**config.mk**
```make
export PLATFORM = sky130hd
export DESIGN_NAME = mem_port_arbiter
export DESIGN_NICKNAME = d
export VERILOG_FILES = /design/src/rtl/mips_arb_pkg.sv /design/src/rtl/arb_starve_ctr.sv /design/src/rtl/mem_port_arbiter.sv
export SDC_FILE = /design/constraint.sdc
export NUM_CORES = 1
export LEC_CHECK = 0
export BUFFER_PORTS_ARGS = -buffer_cell sky130_fd_sc_hd__buf_4
export CORE_AREA = 3 3 123 125
export CTS_CLUSTER_DIAMETER = 30
export DETAILED_ROUTE_END_ITERATION = 10
export DIE_AREA = 0 0 126 128
export PLACE_DENSITY_LB_ADDON = 0.15
export SYNTH_ARGS = -nofsm -noshare
export SYNTH_HDL_FRONTEND = slang
export SYNTH_SLANG_ARGS = --single-unit
```
**constraint.sdc**
```tcl
create_clock -name clk -period 1.45 [get_ports clk]
set_input_delay 0 -clock clk [delete_from_list [all_inputs] [get_ports clk]]
set_output_delay 0 -clock clk [all_outputs]
set_load 0.01 [all_outputs]
```
**src/rtl/mips_arb_pkg.sv**
```systemverilog
// -----------------------------------------------------------------------------
// mips_arb_pkg
//   Shared types and constants for the IF/MEM unified-memory port arbiter.
//   - arb_state_e : bus-sequencing FSM states (IDLE / BUSY / RESP)
//   - OWN_IF / OWN_MEM : encoding of the registered grant owner bit
//   - ARB_ADDR_W / ARB_DATA_W : default address and data widths
// -----------------------------------------------------------------------------
package mips_arb_pkg;

  localparam int ARB_ADDR_W = 32;
  localparam int ARB_DATA_W = 32;

  // Owner of the current grant. MEM is the older instruction and wins ties.
  localparam logic OWN_IF  = 1'b0;
  localparam logic OWN_MEM = 1'b1;

  typedef enum logic [1:0] {
    IDLE = 2'd0,  // sampling requests
    BUSY = 2'd1,  // bus_req held, waiting for bus_ack
    RESP = 2'd2   // done pulse to the owner, requests ignored
  } arb_state_e;

endpackage : mips_arb_pkg

```
**src/rtl/arb_starve_ctr.sv**
```systemverilog
// -----------------------------------------------------------------------------
// arb_starve_ctr
//   Saturating count of MEM grants made while IF was waiting. When the count
//   reaches STARVE_MAX the arbiter hands the next contested grant to IF.
//   Only compiled when ARB_STARVE_GUARD_EN is defined.
//
//   Ports:
//     clk, rst_n     clock, asynchronous active-low reset
//     mem_grant_inc  a MEM grant is being made while IF is pending
//     if_grant       an IF grant is being made (clears the count)
//     at_max         count equals STARVE_MAX
// -----------------------------------------------------------------------------
`ifdef ARB_STARVE_GUARD_EN
module arb_starve_ctr #(
  parameter int STARVE_MAX = 4
) (
  input  logic clk,
  input  logic rst_n,
  input  logic mem_grant_inc,
  input  logic if_grant,
  output logic at_max
);

  localparam int CNT_W = $clog2(STARVE_MAX + 1);
  localparam logic [CNT_W-1:0] CNT_MAX = CNT_W'(STARVE_MAX);

  logic [CNT_W-1:0] cnt_q, cnt_d;

  always_comb begin
    cnt_d = cnt_q;
    if (if_grant) begin
      cnt_d = '0;
    end else if (mem_grant_inc && (cnt_q != CNT_MAX)) begin
      cnt_d = cnt_q + 1'b1;
    end
  end

  always_ff @(posedge clk or negedge rst_n) begin
    if (!rst_n) begin
      cnt_q <= '0;
    end else begin
      cnt_q <= cnt_d;
    end
  end

  assign at_max = (cnt_q == CNT_MAX);

endmodule : arb_starve_ctr
`endif

```
**src/rtl/mem_port_arbiter.sv**
```systemverilog
// -----------------------------------------------------------------------------
// mem_port_arbiter
//   Shares one single-ported unified memory between the MIPS IF stage and the
//   MEM stage. MEM has priority (older instruction). One access is in flight
//   at a time: IDLE (grant + latch) -> BUSY (bus_req until bus_ack) -> RESP
//   (one-cycle done pulse to the owner) -> IDLE. Minimum access is 3 cycles.
//
//   Optional feature: define ARB_STARVE_GUARD_EN to let IF through after
//   STARVE_MAX consecutive MEM grants made while IF was waiting. Without it
//   priority is strictly MEM-first.
//
//   Ports:
//     clk, rst_n                 clock, asynchronous active-low reset
//     if_req/if_addr/if_kill     fetch request, address, redirect discard
//     if_rdata/if_done/if_stall  fetched word, completion pulse, stall
//     mem_req/mem_we/mem_addr/mem_wdata  load/store request
//     mem_rdata/mem_done/mem_stall       load data (0 for stores), pulse, stall
//     bus_req/bus_we/bus_addr/bus_wdata  memory request, held until bus_ack
//     bus_rdata/bus_ack          memory read data and one-cycle acknowledge
//   All outputs are registered except if_stall and mem_stall.
// -----------------------------------------------------------------------------
module mem_port_arbiter
  import mips_arb_pkg::*;
#(
  parameter int ADDR_W     = ARB_ADDR_W,
  parameter int DATA_W     = ARB_DATA_W,
  parameter int STARVE_MAX = 4
) (
  input  logic              clk,
  input  logic              rst_n,
  // instruction fetch
  input  logic              if_req,
  input  logic [ADDR_W-1:0] if_addr,
  input  logic              if_kill,
  output logic [DATA_W-1:0] if_rdata,
  output logic              if_done,
  output logic              if_stall,
  // load / store
  input  logic              mem_req,
  input  logic              mem_we,
  input  logic [ADDR_W-1:0] mem_addr,
  input  logic [DATA_W-1:0] mem_wdata,
  output logic [DATA_W-1:0] mem_rdata,
  output logic              mem_done,
  output logic              mem_stall,
  // memory bus
  output logic              bus_req,
  output logic              bus_we,
  output logic [ADDR_W-1:0] bus_addr,
  output logic [DATA_W-1:0] bus_wdata,
  input  logic [DATA_W-1:0] bus_rdata,
  input  logic              bus_ack
);

  // A zero limit would make the counter width collapse to nothing.
  if (STARVE_MAX < 1) begin : g_bad_starve_max
    $error("mem_port_arbiter: STARVE_MAX must be at least 1");
  end

  arb_state_e        state_q, state_d;
  logic              owner_q, owner_d;
  logic              drop_q, drop_d;
  logic              bus_req_q, bus_req_d;
  logic              bus_we_q, bus_we_d;
  logic [ADDR_W-1:0] bus_addr_q, bus_addr_d;
  logic [DATA_W-1:0] bus_wdata_q, bus_wdata_d;
  logic [DATA_W-1:0] if_rdata_q, if_rdata_d;
  logic [DATA_W-1:0] mem_rdata_q, mem_rdata_d;
  logic              if_done_q, if_done_d;
  logic              mem_done_q, mem_done_d;

  logic if_ok;         // IF is requesting and not being redirected this cycle
  logic starve_force;  // starvation guard wants the next contested grant for IF
  logic grant_if;
  logic grant_mem;
  logic ack_hit;       // bus_ack only counts while a transaction is in BUSY

  // ---------------------------------------------------------------------------
  // Grant decision (only meaningful in IDLE)
  // ---------------------------------------------------------------------------
  assign if_ok     = if_req & ~if_kill;
  assign grant_if  = (state_q == IDLE) & if_ok & (~mem_req | starve_force);
  assign grant_mem = (state_q == IDLE) & mem_req & ~grant_if;
  assign ack_hit   = (state_q == BUSY) & bus_ack;

`ifdef ARB_STARVE_GUARD_EN
  arb_starve_ctr #(
    .STARVE_MAX(STARVE_MAX)
  ) u_starve_ctr (
    .clk          (clk),
    .rst_n        (rst_n),
    .mem_grant_inc(grant_mem & if_ok),
    .if_grant     (grant_if),
    .at_max       (starve_force)
  );
`else
  assign starve_force = 1'b0;
`endif

  // ---------------------------------------------------------------------------
  // State register (also holds every registered output and datapath flop)
  // ---------------------------------------------------------------------------
  // NOTE: sequential state uses non-blocking assignments so every flop samples
  // the pre-edge value of its neighbours, independent of statement order.
  // The data/address registers are reset too, because they drive outputs that
  // must read 0 out of reset; rst_n being asynchronous is what drops bus_req
  // immediately when reset hits mid-access.
  always_ff @(posedge clk or negedge rst_n) begin
    if (!rst_n) begin
      state_q     <= IDLE;
      owner_q     <= OWN_IF;
      drop_q      <= 1'b0;
      bus_req_q   <= 1'b0;
      bus_we_q    <= 1'b0;
      bus_addr_q  <= '0;
      bus_wdata_q <= '0;
      if_rdata_q  <= '0;
      mem_rdata_q <= '0;
      if_done_q   <= 1'b0;
      mem_done_q  <= 1'b0;
    end else begin
      state_q     <= state_d;
      owner_q     <= owner_d;
      drop_q      <= drop_d;
      bus_req_q   <= bus_req_d;
      bus_we_q    <= bus_we_d;
      bus_addr_q  <= bus_addr_d;
      bus_wdata_q <= bus_wdata_d;
      if_rdata_q  <= if_rdata_d;
      mem_rdata_q <= mem_rdata_d;
      if_done_q   <= if_done_d;
      mem_done_q  <= mem_done_d;
    end
  end

  // ---------------------------------------------------------------------------
  // Next-state logic
  // ---------------------------------------------------------------------------
  // NOTE: every combinational output gets a default before the case so no
  // path leaves it unassigned (which would infer a latch).
  always_comb begin
    state_d = state_q;
    unique case (state_q)
      IDLE:    if (grant_if || grant_mem) state_d = BUSY;
      BUSY:    if (bus_ack)               state_d = RESP;
      RESP:                               state_d = IDLE;
      default:                            state_d = IDLE;
    endcase
  end

  // ---------------------------------------------------------------------------
  // Output / datapath next values
  // ---------------------------------------------------------------------------
  always_comb begin
    owner_d     = owner_q;
    drop_d      = drop_q;
    bus_req_d   = bus_req_q;
    bus_we_d    = bus_we_q;
    bus_addr_d  = bus_addr_q;
    bus_wdata_d = bus_wdata_q;
    if_rdata_d  = if_rdata_q;
    mem_rdata_d = mem_rdata_q;
    if_done_d   = 1'b0;   // done flags are single-cycle pulses
    mem_done_d  = 1'b0;

    // Latch the winning request; IF never writes.
    if (grant_mem) begin
      owner_d     = OWN_MEM;
      bus_req_d   = 1'b1;
      bus_we_d    = mem_we;
      bus_addr_d  = mem_addr;
      bus_wdata_d = mem_wdata;
    end else if (grant_if) begin
      owner_d     = OWN_IF;
      bus_req_d   = 1'b1;
      bus_we_d    = 1'b0;
      bus_addr_d  = if_addr;
      bus_wdata_d = '0;
    end

    // A redirect during an IF access lets the bus finish but swallows the
    // result; a kill in the ack cycle itself must also suppress the pulse.
    if ((state_q != IDLE) && (owner_q == OWN_IF) && if_kill) begin
      drop_d = 1'b1;
    end
    if (state_q == RESP) begin
      drop_d = 1'b0;
    end

    // Completion: bus_req falls the cycle after the ack, done rises with it.
    if (ack_hit) begin
      bus_req_d = 1'b0;
      bus_we_d  = 1'b0;
      if (owner_q == OWN_MEM) begin
        mem_done_d  = 1'b1;
        mem_rdata_d = bus_we_q ? '0 : bus_rdata;
      end else begin
        if_done_d   = ~(drop_q | if_kill);
        if_rdata_d  = bus_rdata;
      end
    end
  end

  // ---------------------------------------------------------------------------
  // Outputs
  // ---------------------------------------------------------------------------
  assign bus_req   = bus_req_q;
  assign bus_we    = bus_we_q;
  assign bus_addr  = bus_addr_q;
  assign bus_wdata = bus_wdata_q;
  assign if_rdata  = if_rdata_q;
  assign if_done   = if_done_q;
  assign mem_rdata = mem_rdata_q;
  assign mem_done  = mem_done_q;

  // Stalls are combinational so the pipeline releases in the done cycle.
  assign if_stall  = if_req & ~if_done_q;
  assign mem_stall = mem_req & ~mem_done_q;

endmodule : mem_port_arbiter

```
==> summary.md <==
| Metric | Value |
|---|---|
| Status | `complete, but fails checks` |
| Failing checks | `negative setup slack` |
| Final Skew | `0.00440 ns` |
| Top-level port count | `269` |
| Leakage | `0.00495 µW` |
| Maxcap violations | `0` |
| Cells after DPL | `887` |
| FF-to-FF setup slack | `-0.02 ns` |
| Worst r2r path cells | `5` |
| ANT cells | `0` |
| RSZ-0062 raised after global routing | `true` |
| GR Overflow Total | `0` |
| Vias in the first global route | `5,779` |
| Final setup violation count | `6` |
| Detailed Routing Iterations Pass 1 | `5` |
| Worst Hold Class | `primary input to asynchronous set/reset pin` |
| Total core area | `14,000 µm²` |
| Synth unique cells | `27` |
| Placement Setup Slack | `-0.0102 ns` |
| DIE AREA | `16,100 µm²` |
| Sw power | `6530 µW` |
| First-pass GRT wire length | `~30,000 µm` |
| Data arrival time of the critical path | `around 1.8 ns` |
| Crit Reg-Reg Endpoint | `if_rdata[13]` |
| Slew headroom | `70.4%` |
| Synth Area per Inst | `12.5 µm²` |
| Slew Viols, Final | `0` |
| Detailed-route via count | `5,471` |
| Ys async rst share | `100%` |
| Worst vdd ir | `1020 µV` |
| Critical path class | `register to register` |
| Routability congestion estimate | `0.792` |
| CP Launch Point | `state_q[1]` |
| Tcrit/Tclk final | `102%` |
| Post-route insts no fill | `1,062` |
| Combinational power share | `43.5%` |
| Final nets | `1,004` |
| Reg clk slew, reported paths | `0.06 ns` |
| M2 GR Usage | `39.7%` |
| Hpwl dp | `11,900 µm` |
| Internal Power | `approximately 14,000 µW` |
| CTS Sinks | `approximately 140` |
| Most common cell after layout, fill and taps aside | `buf_4` |
| Flop pwr share | `34.5%` |
| Final WS setup | `-0.0234 ns` |
| PwrDens | `about 2000 nW/µm²` |
| Iteration-0 DRC Markers | `272` |
| Antenna viol nets, final | `0` |
| H-tree levels | `4` |
| Skew-Pair Late Insertion Delay | `slightly above 0.4 ns` |
| Initial antenna violation count | `0` |
| Share of layout cells above drive strength 1 | `45.2%` |
| Flip-flop and latch count after synthesis | `136` |
| Switching portion of total power | `32.6%` |
| Largest net degree at the start of global routing | `66` |
| Die height | `between 100 and 150 µm` |
| Initial core utilization | `40.4%` |
| FF-to-FF Start | `state_q[1]` |
| Post-Syn Instances | `454` |
| Fmax | `679 MHz` |
| Vias/cell | `5.15` |
| PortBufs | `between 200 and 300` |
| Most frequent cells in the layout | `281 x buf_4, 134 x dfrtp_1, 133 x dlygate4sd3_1` |
| Worst-margin pin slew | `about 0.44 ns` |
| Clock buffer depth | `2` |
| Post-synthesis sequential area ratio | `around three fifths` |
| Gr usage total | `23.3%` |
| Busiest layer in global routing | `met2` |
| Startpoint types | `register` |
| Clk root buf | `clkbuf_16` |
| Routed wire length | `19,700 µm` |
| Drt drc | `0` |
| Post-synth EDFFs | `0` |
| Syn_nets | `589` |
| Row count | `43` |
| Design Power | `20,100 µW` |
| Top FF cell, synth | `dfrtp_1` |
| Area growth syn-to-layout | `79.9%` |
| Met1 usage | `between 20% and 30%` |
| Min Tclk post-route | `1.47 ns` |
| Routed len/inst | `about 19 µm` |
| Synth warn | `0` |
| Worst setup EP type | `register` |
| Req. time, crit path | `between 1.5 and 2 ns` |
| Clock power share | `approximately 22%` |
| Setup TNS | `-0.0364 ns` |
| GR Util met3 | `6.29%` |
| Final hold vios | `0` |
| CTS tree | `built` |
| Die X | `126 µm` |
| CP Max Fanout | `6` |
| Area of the mapped netlist | `5650 µm²` |
| Num CTS Buffers | `17` |
## state kept, by name, indices dropped and copies added (netlist names)
| name | count |
|---|---|
| bus_wdata | 32 |
| owner_q | 1 |
| bus_req | 1 |
| mem_done | 1 |
| if_done | 1 |
| state_q | 2 |
| mem_rdata | 32 |
| drop_q | 1 |
| bus_we | 1 |
| if_rdata | 32 |
| bus_addr | 32 |
## worst max-delay path by stage
stage	to	slack [ns]	depth (start not counted)
after floorplan	if_rdata[10]	0.06	4
after global placement	if_rdata[20]	0.02	4
after global routing	if_rdata[13]	-0.06	5
after CTS	if_rdata[10]	-0.01	4
final	if_rdata[13]	-0.02	5
after detailed placement	if_rdata[14]	-0.01	4
## power by group through the flow
| stage | clock network [µW] | logic (µW) | registers [µW] |
|---|---|---|---|
| floorplan | 0 | 3160 | 7490 |
| finish | 4410 | 8730 | 6910 |
| CTS | 4460 | 8290 | 6850 |
| detailed placement | 0 | 8000 | 6850 |
| global route | 4660 | 9380 | 7130 |
| global placement | 0 | 7790 | 6830 |
## worst max-delay path: stages (launching register included)
cell      delay [ns]
dfrtp_2         0.44
nand3b_4        0.18
nor2_4          0.10
buf_12          0.15
buf_6           0.14
mux2_2          0.35
## layer usage
| metal | part of all wire [%] | vias to the layer above | routed length [µm] |
|---|---|---|---|
| met2 | 50 | 253 | 9840 |
| met5 | 0 | - | 0 |
| met3 | 7.1 | 52 | 1410 |
| met4 | 3.2 | 0 | 636 |
| li1 | - | 2485 | - |
| met1 | 40 | 2681 | 7830 |
## timing repair
| item | CTS | global route |
|---|---|---|
| pin swaps | 0 | 3 |
| endpoints found under the setup margin | 19 | 74 |
| cloned | 0 | 6 |
| buffers inserted | 0 | 4 |
| hold buffers | 133 | 0 |
| hold endpoints to repair | 269 | 0 |
| gates resized for setup | 2 | 25 |
## cell usage after synthesis (all sizes together) (2+ instances only)
| cell | n | area [µm²] |
|---|---|---|
| o221a | 32 | 360 |
| buf | 23 | 150 |
| a2bb2oi | 32 | 280 |
| inv | 3 | 11.3 |
| a22o | 32 | 280 |
| dfrtp | 136 | 3400 |
| nand2 | 36 | 135 |
| nor2b | 4 | 25.0 |
| nand2b | 33 | 206 |
| nor2 | 34 | 143 |
| o21ai | 35 | 179 |
| mux2 | 32 | 360 |
| clkbuf | 13 | 48.8 |
| nand3b | 2 | 18.8 |
## cell families (layout without fill, tap and decap cells)
family	Yosys count	count (layout)	synth area share, %
flops	136	136	60.2
mux	32	32	6.37
buf+inv	39	467	3.72
simple gates	113	113	9.81
compound gates	134	134	19.9
## layout make-up
class | instances | area [µm²]
fill | 927 | 3820
timing repair buffer | 432 | 3790
sequential | 136 | 3410
multi-input combinational | 279 | 2140
clock buffer | 19 | 453
tap | 180 | 225
clock inverter | 13 | 151
inverter | 3 | 11.3
## per-stage QoR
step | area (µm²) | util, % | hold slack [ns]
global placement | 7960 | 56.9 | -0.0366
finish | 10200 | 72.7 | 0.0961
CTS | 9900 | 70.8 | 0.101
detailed placement | 7960 | 56.9 | -0.0379
global route | 10200 | 72.7 | 0.132
floorplan | 5660 | - | -0.296
No activity file was read; power rests on OpenSTA's default activity.
